**src/rtl/vector_dot_sequencer.sv**
```systemverilog
`default_nettype none
// ============================================================================
// Module      : vector_dot_sequencer
// Description : Drives a single-port block_ram to fetch A[i] and B[i]
//               alternately and accumulates their unsigned dot product.
// Revision    : 1.0 - initial release
// ============================================================================
module vector_dot_sequencer #(
    parameter int ADDR_WIDTH = 18,
    parameter int DATA_WIDTH = 8,
    parameter int LEN_WIDTH  = 18,
    parameter int ACC_WIDTH  = 34
) (
    input  logic                  clk,
    input  logic                  reset,
    input  logic                  start,
    input  logic [ADDR_WIDTH-1:0] base_a,
    input  logic [ADDR_WIDTH-1:0] base_b,
    input  logic [LEN_WIDTH-1:0]  length,
    output logic [ADDR_WIDTH-1:0] ram_addr,
    output logic                  ram_write_enable,
    output logic [DATA_WIDTH-1:0] ram_data_in,
    input  logic [DATA_WIDTH-1:0] ram_rd_data,
    output logic                  busy,
    output logic                  done,
    output logic [ACC_WIDTH-1:0]  result
);

    typedef enum logic [2:0] {
        S_IDLE    = 3'd0,
        S_FETCH_A = 3'd1,
        S_FETCH_B = 3'd2,
        S_LAST    = 3'd3,
        S_DONE    = 3'd4
    } state_t;

    state_t                r_state,   w_state_next;
    logic [ADDR_WIDTH-1:0] r_addr,    w_addr_next;
    logic [ADDR_WIDTH-1:0] r_base_a,  w_base_a_next;
    logic [ADDR_WIDTH-1:0] r_base_b,  w_base_b_next;
    logic [LEN_WIDTH-1:0]  r_len,     w_len_next;
    logic [LEN_WIDTH-1:0]  r_idx,     w_idx_next;
    logic [DATA_WIDTH-1:0] r_a,       w_a_next;
    logic [ACC_WIDTH-1:0]  r_acc,     w_acc_next;
    logic                  r_pending, w_pending_next;
    logic [ACC_WIDTH-1:0]  r_result,  w_result_next;

    logic [2*DATA_WIDTH-1:0] w_prod;
    logic [ADDR_WIDTH-1:0]   w_idx_addr;
    logic [ACC_WIDTH-1:0]    w_acc_sum;

    assign w_prod     = r_a * ram_rd_data;
    assign w_idx_addr = ADDR_WIDTH'(r_idx);
    assign w_acc_sum  = r_acc + ACC_WIDTH'(w_prod);

    always_comb begin
        w_state_next   = r_state;
        w_addr_next    = r_addr;
        w_base_a_next  = r_base_a;
        w_base_b_next  = r_base_b;
        w_len_next     = r_len;
        w_idx_next     = r_idx;
        w_a_next       = r_a;
        w_acc_next     = r_acc;
        w_pending_next = r_pending;
        w_result_next  = r_result;

        case (r_state)
            S_IDLE: begin
                if (start) begin
                    w_base_a_next = base_a;
                    w_base_b_next = base_b;
                    w_len_next    = length;
                    w_acc_next    = '0;
                    if (length != '0) begin
                        w_idx_next     = '0;
                        w_pending_next = 1'b0;
                        w_addr_next    = base_a;
                        w_state_next   = S_FETCH_A;
                    end else begin
                        w_result_next = '0;
                        w_state_next  = S_DONE;
                    end
                end
            end
            S_FETCH_A: begin
                // Read data here is B[idx-1], paired with the A held in r_a
                if (r_pending) begin
                    w_acc_next = w_acc_sum;
                end
                w_addr_next  = r_base_b + w_idx_addr;
                w_state_next = S_FETCH_B;
            end
            S_FETCH_B: begin
                w_a_next       = ram_rd_data;
                w_pending_next = 1'b1;
                if (r_idx == r_len - LEN_WIDTH'(1)) begin
                    w_state_next = S_LAST;
                end else begin
                    w_idx_next   = r_idx + LEN_WIDTH'(1);
                    w_addr_next  = r_base_a + w_idx_addr + ADDR_WIDTH'(1);
                    w_state_next = S_FETCH_A;
                end
            end
            S_LAST: begin
                w_acc_next    = w_acc_sum;
                w_result_next = w_acc_sum;
                w_state_next  = S_DONE;
            end
            S_DONE: begin
                w_state_next = S_IDLE;
            end
            default: begin
                w_state_next = S_IDLE;
            end
        endcase
    end

    always_ff @(posedge clk) begin
        if (reset) begin
            r_state   <= S_IDLE;
            r_addr    <= '0;
            r_base_a  <= '0;
            r_base_b  <= '0;
            r_len     <= '0;
            r_idx     <= '0;
            r_a       <= '0;
            r_acc     <= '0;
            r_pending <= 1'b0;
            r_result  <= '0;
        end else begin
            r_state   <= w_state_next;
            r_addr    <= w_addr_next;
            r_base_a  <= w_base_a_next;
            r_base_b  <= w_base_b_next;
            r_len     <= w_len_next;
            r_idx     <= w_idx_next;
            r_a       <= w_a_next;
            r_acc     <= w_acc_next;
            r_pending <= w_pending_next;
            r_result  <= w_result_next;
        end
    end

    assign ram_addr         = r_addr;
    assign ram_write_enable = 1'b0;
    assign ram_data_in      = '0;
    assign busy             = (r_state != S_IDLE);
    assign done             = (r_state == S_DONE);
    assign result           = r_result;

endmodule
`default_nettype wire
```
**config.mk**
```make
export PLATFORM = sky130hd
export DESIGN_NAME = vector_dot_sequencer
export DESIGN_NICKNAME = d
export VERILOG_FILES = /design/src/rtl/vector_dot_sequencer.sv
export SDC_FILE = /design/constraint.sdc
export NUM_CORES = 1
export LEC_CHECK = 0
export CORE_MARGIN = 3
export CORE_UTILIZATION = 45
export CTS_BUF_LIST = sky130_fd_sc_hd__clkbuf_8
export DETAILED_ROUTE_END_ITERATION = 10
export GPL_TIMING_DRIVEN = 1
export PLACE_DENSITY = 0.77
export SYNTH_ARGS = -nofsm -noshare
export SYNTH_HDL_FRONTEND = slang
export SYNTH_SLANG_ARGS = --single-unit
```
**constraint.sdc**
```tcl
create_clock -name clk -period 6.8 [get_ports clk]
set_input_delay 2.04 -clock clk [delete_from_list [all_inputs] [get_ports clk]]
set_output_delay 2.04 -clock clk [all_outputs]
set_load 0.01 [all_outputs]
```
==> impl_results.md, run 1 <==
- Simple-gate share of the synthesized area: 0.213
- Synth Warn #: 0
- #FFs+latches synth: 170
- M2 GR Usage: 0.369
- Fin area: 13900 sq um
- Placed inst area: 13400 sq um
- Register area: 3400 sq um
- Share of the yosys chip area belonging to registers: 0.290
- # diodes: 0
- Max Transition Viols Final: 0
- Bufs on Longest Clock Path: 2
- Final hold vios: 0
- Asr flop ratio synth: 0
- Gate Count Post-Synth: 1458
- Root buffer cell: clkbuf_8
- Antenna Nets Post-Route: 0
- Combinational family with the most area after synthesis: simple AND/OR/NAND/NOR gates
- Met1 GRT Util: 0.291
- Lkg Pwr: 0.00583 uW
- EDFF count, synth: 0
- Routed wire length: 31500 um
- Clock transition at path regs: 0.10 ns
- Mux contribution to synthesized area: 0.000853
- Least-Margin Pin Slew: 1.00 ns
- Slowest CP cell: fa_1
- Yosys top cell area share: 0.290
- Row cnt: 58
- Worst path bufs/invs: 5
- Die area: 28100 sq um
- Hold-fix buffers, CTS: 0
- Number of global-route vias before repair: 10300
- Tot GR Track Use: 0.220
- Core area: 25400 sq um
- Die extent in x: 167 um
- Mapped Area: 11700 sq um
- # DRC: 0
- Synth top area cells: dfxtp_1 29%, fa_1 8.9%, ha_1 8.2%, nand2_1 6.9%, a21oi_1 5.3%
- Met3 usage: 0.0349
- Fin crit period: 6.32 ns
- Multi-input logic area: 7650 sq um
- Crit-path leading delay family: adder cells
- Routability cong.: 0.941
- Largest area contributor in the synthesized netlist: dfxtp_1
- Achievable Freq: 158 MHz
- Synth Area per Inst: 8.05 sq um
- Count of different cell masters after synthesis: 77
- Pwr dens: 210 nW/um^2
- Max_cap viols: 0
- Prevailing post-synth register cell: dfxtp_1
- Initial drt markers: 803
- Setup_tns: 0 ns
- Antenna violations before repair: 0
- Xor-xnor portion of the synthesized cell area: 0.0642
- RSZ-0062 raised after global routing: false
- Clk_lat worst skew: 0.47 ns
- Synthesis-to-layout area growth: 18.5%
- Endpoint type of the worst setup path: flip-flop
- Fin Clk Skew: 0.0232 ns
- Relative max-transition margin: 0.328
- Complex-gate fraction of the synthesized area: 0.193
- Cts bufs inserted: 17
- CTS tree: yes
- Slowest stage delay, CP: 0.56 ns
- H-Tree Depth: 4
- WP data required: 7.20 ns
- Total number of vias: 10800
- Max rail drop VDD: 0.129 mV
- Worst Path Arrival: 6.73 ns
- Post-synth top cells: 216 x nand2_1, 170 x dfxtp_1, 125 x a21oi_1
- Vias per cell: 5.62
- Non-Filler Instances: 1918
- Post-DP HPWL: 23400 um
- Synth Area in Adders: 0.171
- Grt ovf: 0
- Final setup violation count: 0
- Most common cell in the synthesized netlist: nand2_1
- Fin crit share: 0.930
- Critical path class: in -> reg
- Fillcell total: 2363
- Clk sink count: 170
- Largest net degree at the start of global routing: 71
- Final core utilization: 0.548
- Startpoint types: input pin
- Worst-path fanout max: 7
- Port-buffer cells: 118
- Die H: 167 um
- GRT busiest layer: met2
- Status: complete, no violations
- Flop2flop setup slack: 1.58 ns
- Starting density of the core: 0.462
- DP Cell Count: 1885
- Nets: 1769
- Layout cells sized above 1: 0.0781
- I/O pin cnt: 128
- Hold Crit Class: reg -> reg
- DR pass1 iterations: 5
- Global-route wire length before repair: 50900 um
- Cells along the critical path: dlymetal6s2s_1 > buf_4 > and2_1 > fa_1 > fa_1 > inv_1 > fa_1 > fa_1 > inv_1 > ha_1 > a21o_1 > a21o_1 > a21o_1 > a21o_1 > o211ai_1 > a21oi_2 > buf_4 > a31oi_1 > o21ai_0 > a21oi_1
- Min Hold Slack: 0.456 ns
- Avg WL per Cell: 16.4 um
worst register-to-register path: stages, from the launching register on:
cell and delay (ns):
dfxtp_1 0.59, nand2_1 0.15, fa_1 0.54, fa_1 0.56, inv_1 0.06, fa_1 0.54
inv_1 0.06, fa_1 0.53, inv_1 0.04, ha_1 0.31, o21a_1 0.19, o21ai_0 0.14
nand2b_1 0.13, a31oi_4 0.25, o21ai_2 0.09, buf_4 0.14, a311oi_1 0.32, buf_4 0.18
nor4_1 0.04, a21oi_1 0.15, a21oi_1 0.08
repair_timing:
action | in CTS | in global routing
setup endpoints to repair | 0 | 35
buffers inserted | 0 | 1
gates resized for setup | 0 | 23
endpoints found under the hold margin | 0 | 0
path summary, 6_finish.rpt:
| path | startpoint | end | depth (start not counted) |
|---|---|---|---|
| max | ram_rd_data[7] | r_acc[31] | 20 |
| min | r_acc[14] | r_acc[14] | 2 |
| max reg2reg | r_a[2] | r_acc[30] | 20 |
| min reg2reg | r_acc[14] | r_acc[14] | 2 |
cell usage in the layout, fill, tap and decap left out, types with 8 or more instances in the layout:
cell,instances
a211oi_1,13
a211oi_2,11
a21o_1,14
a21oi_1,123
a221oi_1,10
a22oi_1,30
a31oi_1,13
and2_1,45
and3_1,11
buf_4,56
clkbuf_8,17
clkdlybuf4s50_1,109
conb_1,9
dfxtp_1,170
dlymetal6s2s_1,8
fa_1,52
ha_1,76
inv_1,115
nand2_1,215
nand3_1,29
nor2_1,114
nor2b_1,10
nor3_1,25
nor4_1,13
o21a_1,13
o21ai_0,53
or3_1,19
xnor2_1,57
xor2_1,29
per-layer routing:
layer,wire (um),vias up
met5,0,-
met4,777,0
met3,1940,58
met2,15200,350
met1,13500,5155
li1,-,5224
through the flow:
| stage | power, uW | setup slack (ns) |
|---|---|---|
| after floorplan | 1840 | 0.245 |
| after CTS | 2930 | 0.0433 |
| after detailed placement | 2180 | -0.441 |
| after global routing | 3090 | 0.254 |
| after global placement | 2150 | -0.365 |
| final | 2920 | 0.476 |
state kept, by name (all words and copies together) (netlist names):
signal     flops
r_state        3
r_base_b      18
r_base_a      18
r_len         18
ram_addr      18
r_a            8
r_pending      1
result        34
r_idx         18
r_acc         34
final cells by class:
class	count	area share
Multi-Input combinational cell	1098	0.550
Clock inverter	15	0.0119
Sequential cell	170	0.245
Inverter	115	0.0310
Clock buffer	17	0.0168
Timing Repair Buffer	173	0.116
Tap cell	330	0.0297
power breakdown:
part	switching (uW)	internal, uW
registers	91.7	1090
clock network	423	334
logic	590	396
logic make-up (layout without fill, tap and decap cells):
kind of cell / count (synthesis) / count (layout)
simple gates: 527 / 527
compound gates: 346 / 346
buf+inv: 198 / 320
flops: 170 / 170
fa+ha+maj: 129 / 129
xor+xnor: 86 / 86
other cells: 1 / 9
mux: 1 / 1
(Power assumes the default switching activity.)
==> run 2, diff against run 1 <==
- CORE_MARGIN: 3 -> 4
==> run 2 against run 1 <==
Die area increased by 2.4%. Utilization hardly changed. Flip-flop and latch count unchanged. Clock skew decreased by 0.0016 ns. First-iteration DRC count decreased by 4.9%. Critical endpoint unchanged. Cell count increased by 0.10%. Cell area about the same. Total power fell by 1.4%. Largest power group unchanged.
==> impl_results.md, run 2 (synthesis gave the netlist of run 1 again) <==
- Avg WL per Cell: 16.6 um
- # DRC: 0
- Met3 usage: 0.0326
- Clock transition at path regs: 0.10 ns
- Post-DP HPWL: 24000 um
- CTS tree: yes
- Pwr dens: 207 nW/um^2
- Starting density of the core: 0.462
- Hold Crit Class: reg -> reg
- Initial drt markers: 764
- Bufs on Longest Clock Path: 2
- Largest net degree at the start of global routing: 103
- Max_cap viols: 0
- Lkg Pwr: 0.00579 uW
- Clk_lat worst skew: 0.48 ns
- Worst Path Arrival: 6.98 ns
- Commonest non-fill, non-tap cells in the layout: 215 x nand2_1, 170 x dfxtp_1, 122 x a21oi_1
- Postcts setup bufs: 0
- M2 GR Usage: 0.367
- Antenna Nets Post-Route: 0
- Max Transition Viols Final: 0
- DR pass1 iterations: 7
- Achievable Freq: 152 MHz
- Fin Clk Skew: 0.0216 ns
- Max rail drop VDD: 0.138 mV
- Antenna violations before repair: 1
- Clk sink count: 170
- Startpoint types: input pin
- Flop2flop setup slack: 1.62 ns
- Grt ovf: 0
- Fin area: 13900 sq um
- Relative max-transition margin: 0.237
- Most common cell after layout, fill and taps aside: nand2_1
- Nets: 1770
- Clock share of power: 0.248
- Worst-path fanout max: 6
- Slowest stage delay, CP: 0.57 ns
- Critical path class: in -> reg
- Final setup violation count: 0
- H-Tree Depth: 4
- Row cnt: 58
- Int Pwr: 1790 uW
- Synthesis-to-layout area growth: 18.4%
- Cts bufs inserted: 17
- Met1 GRT Util: 0.288
- Tot GR Track Use: 0.220
- Layout cells sized above 1: 0.0799
- Reg2reg path depth: 21
- Global-route wire length before repair: 51700 um
- Core area: 25400 sq um
- Routed wire length: 31800 um
- Die extent in x: 169 um
- Placed inst area: 13400 sq um
- Endpoint type of the worst setup path: flip-flop
- NetSw: 1090 uW
- Final hold vios: 0
- Least-Margin Pin Slew: 1.14 ns
- Routability cong.: 0.967
- WP data required: 7.20 ns
- Final core utilization: 0.547
- Cells along the critical path: clkdlybuf4s50_1 > buf_4 > and2_1 > fa_1 > fa_2 > inv_1 > fa_1 > fa_1 > inv_1 > ha_4 > a21o_1 > a21o_1 > a21o_1 > a21o_1 > o211ai_1 > a21oi_2 > buf_4 > a31oi_1 > o21ai_1 > a21oi_1
- Switch share: 0.380
- Die H: 169 um
- Number of global-route vias before repair: 10400
- GRT busiest layer: met2
- Resized Gates After CTS: 0
- Vias per cell: 5.59
- Fin crit period: 6.58 ns
- I/O pin cnt: 128
- Slowest CP cell: fa_2
- Total number of vias: 10700
- Comb power frac: 0.344
- Sequential Power Share: 0.408
- Fin crit share: 0.968
- Hold path cells: 2
- Root buffer cell: clkbuf_8
- Most used cell, CP: a21o_1
- Hold-fix buffers, CTS: 0
- Die area: 28700 sq um
- Status: complete, no violations
- Port-buffer cells: 118
==> run 2: cell count changes in the layout (fill, tap and decap cells not counted), moves of 2 or more <==
cell             delta
clkdlybuf4s50_1     +2
clkinvlp_4          +2
clkinv_4            +2
inv_8               -2
dlymetal6s2s_1      -2
o21ai_1             +4
o21ai_0             -4
==> run 2: worst max-delay path: cells and delay by family <==
family	cells	cell delay, ns
compound gates	9	1.61
buf+inv	5	0.92
simple gates	1	0.18
fa+ha+maj	5	2.22
==> run 2: layout make-up <==
class | instances | area (sq um)
tap | 330 | 413
clock inverter | 14 | 136
fill | 2368 | 11500
clock buffer | 18 | 248
multi-input combinational | 1098 | 7650
timing repair buffer | 174 | 1620
antenna | 1 | 2.50
inverter | 115 | 432
sequential | 170 | 3400
==> run 2: final timing paths <==
check	endpoint	startpoint
min	r_acc[14]	r_acc[14]
min reg2reg	r_acc[14]	r_acc[14]
max reg2reg	r_acc[31]	r_a[4]
max	r_acc[31]	ram_rd_data[6]
==> run 2: power by group through the flow <==
stage / registers (uW) / logic (uW) / clock network, uW
6_report: 1180 / 991 / 714
5_1_grt: 1190 / 1090 / 762
4_1_cts: 1180 / 988 / 725
3_5_place_dp: 1200 / 983 / 0
3_3_place_gp: 1190 / 963 / 0
2_1_floorplan: 1180 / 667 / 0
==> run 2: per-stage QoR <==
stage                     hold WS, ns  instances  setup slack (ns)  total power [uW]  setup TNS [ns]
final                           0.459       1920             0.217              2880               0
after global routing            0.481       1920           -0.0408              3050         -0.0408
after CTS                       0.460       1919            0.0489              2890               0
after detailed placement        0.445       1887            -0.456              2180          -13.71
after global placement          0.437       1887            -0.405              2160          -12.18
after floorplan                 0.432       1466             0.245              1840               0
==> run 2: per-layer routing <==
metal	vias up	wire length, um
li1	5228	-
met1	5078	13700
met2	349	15300
met3	71	1870
met4	0	967
met5	-	0
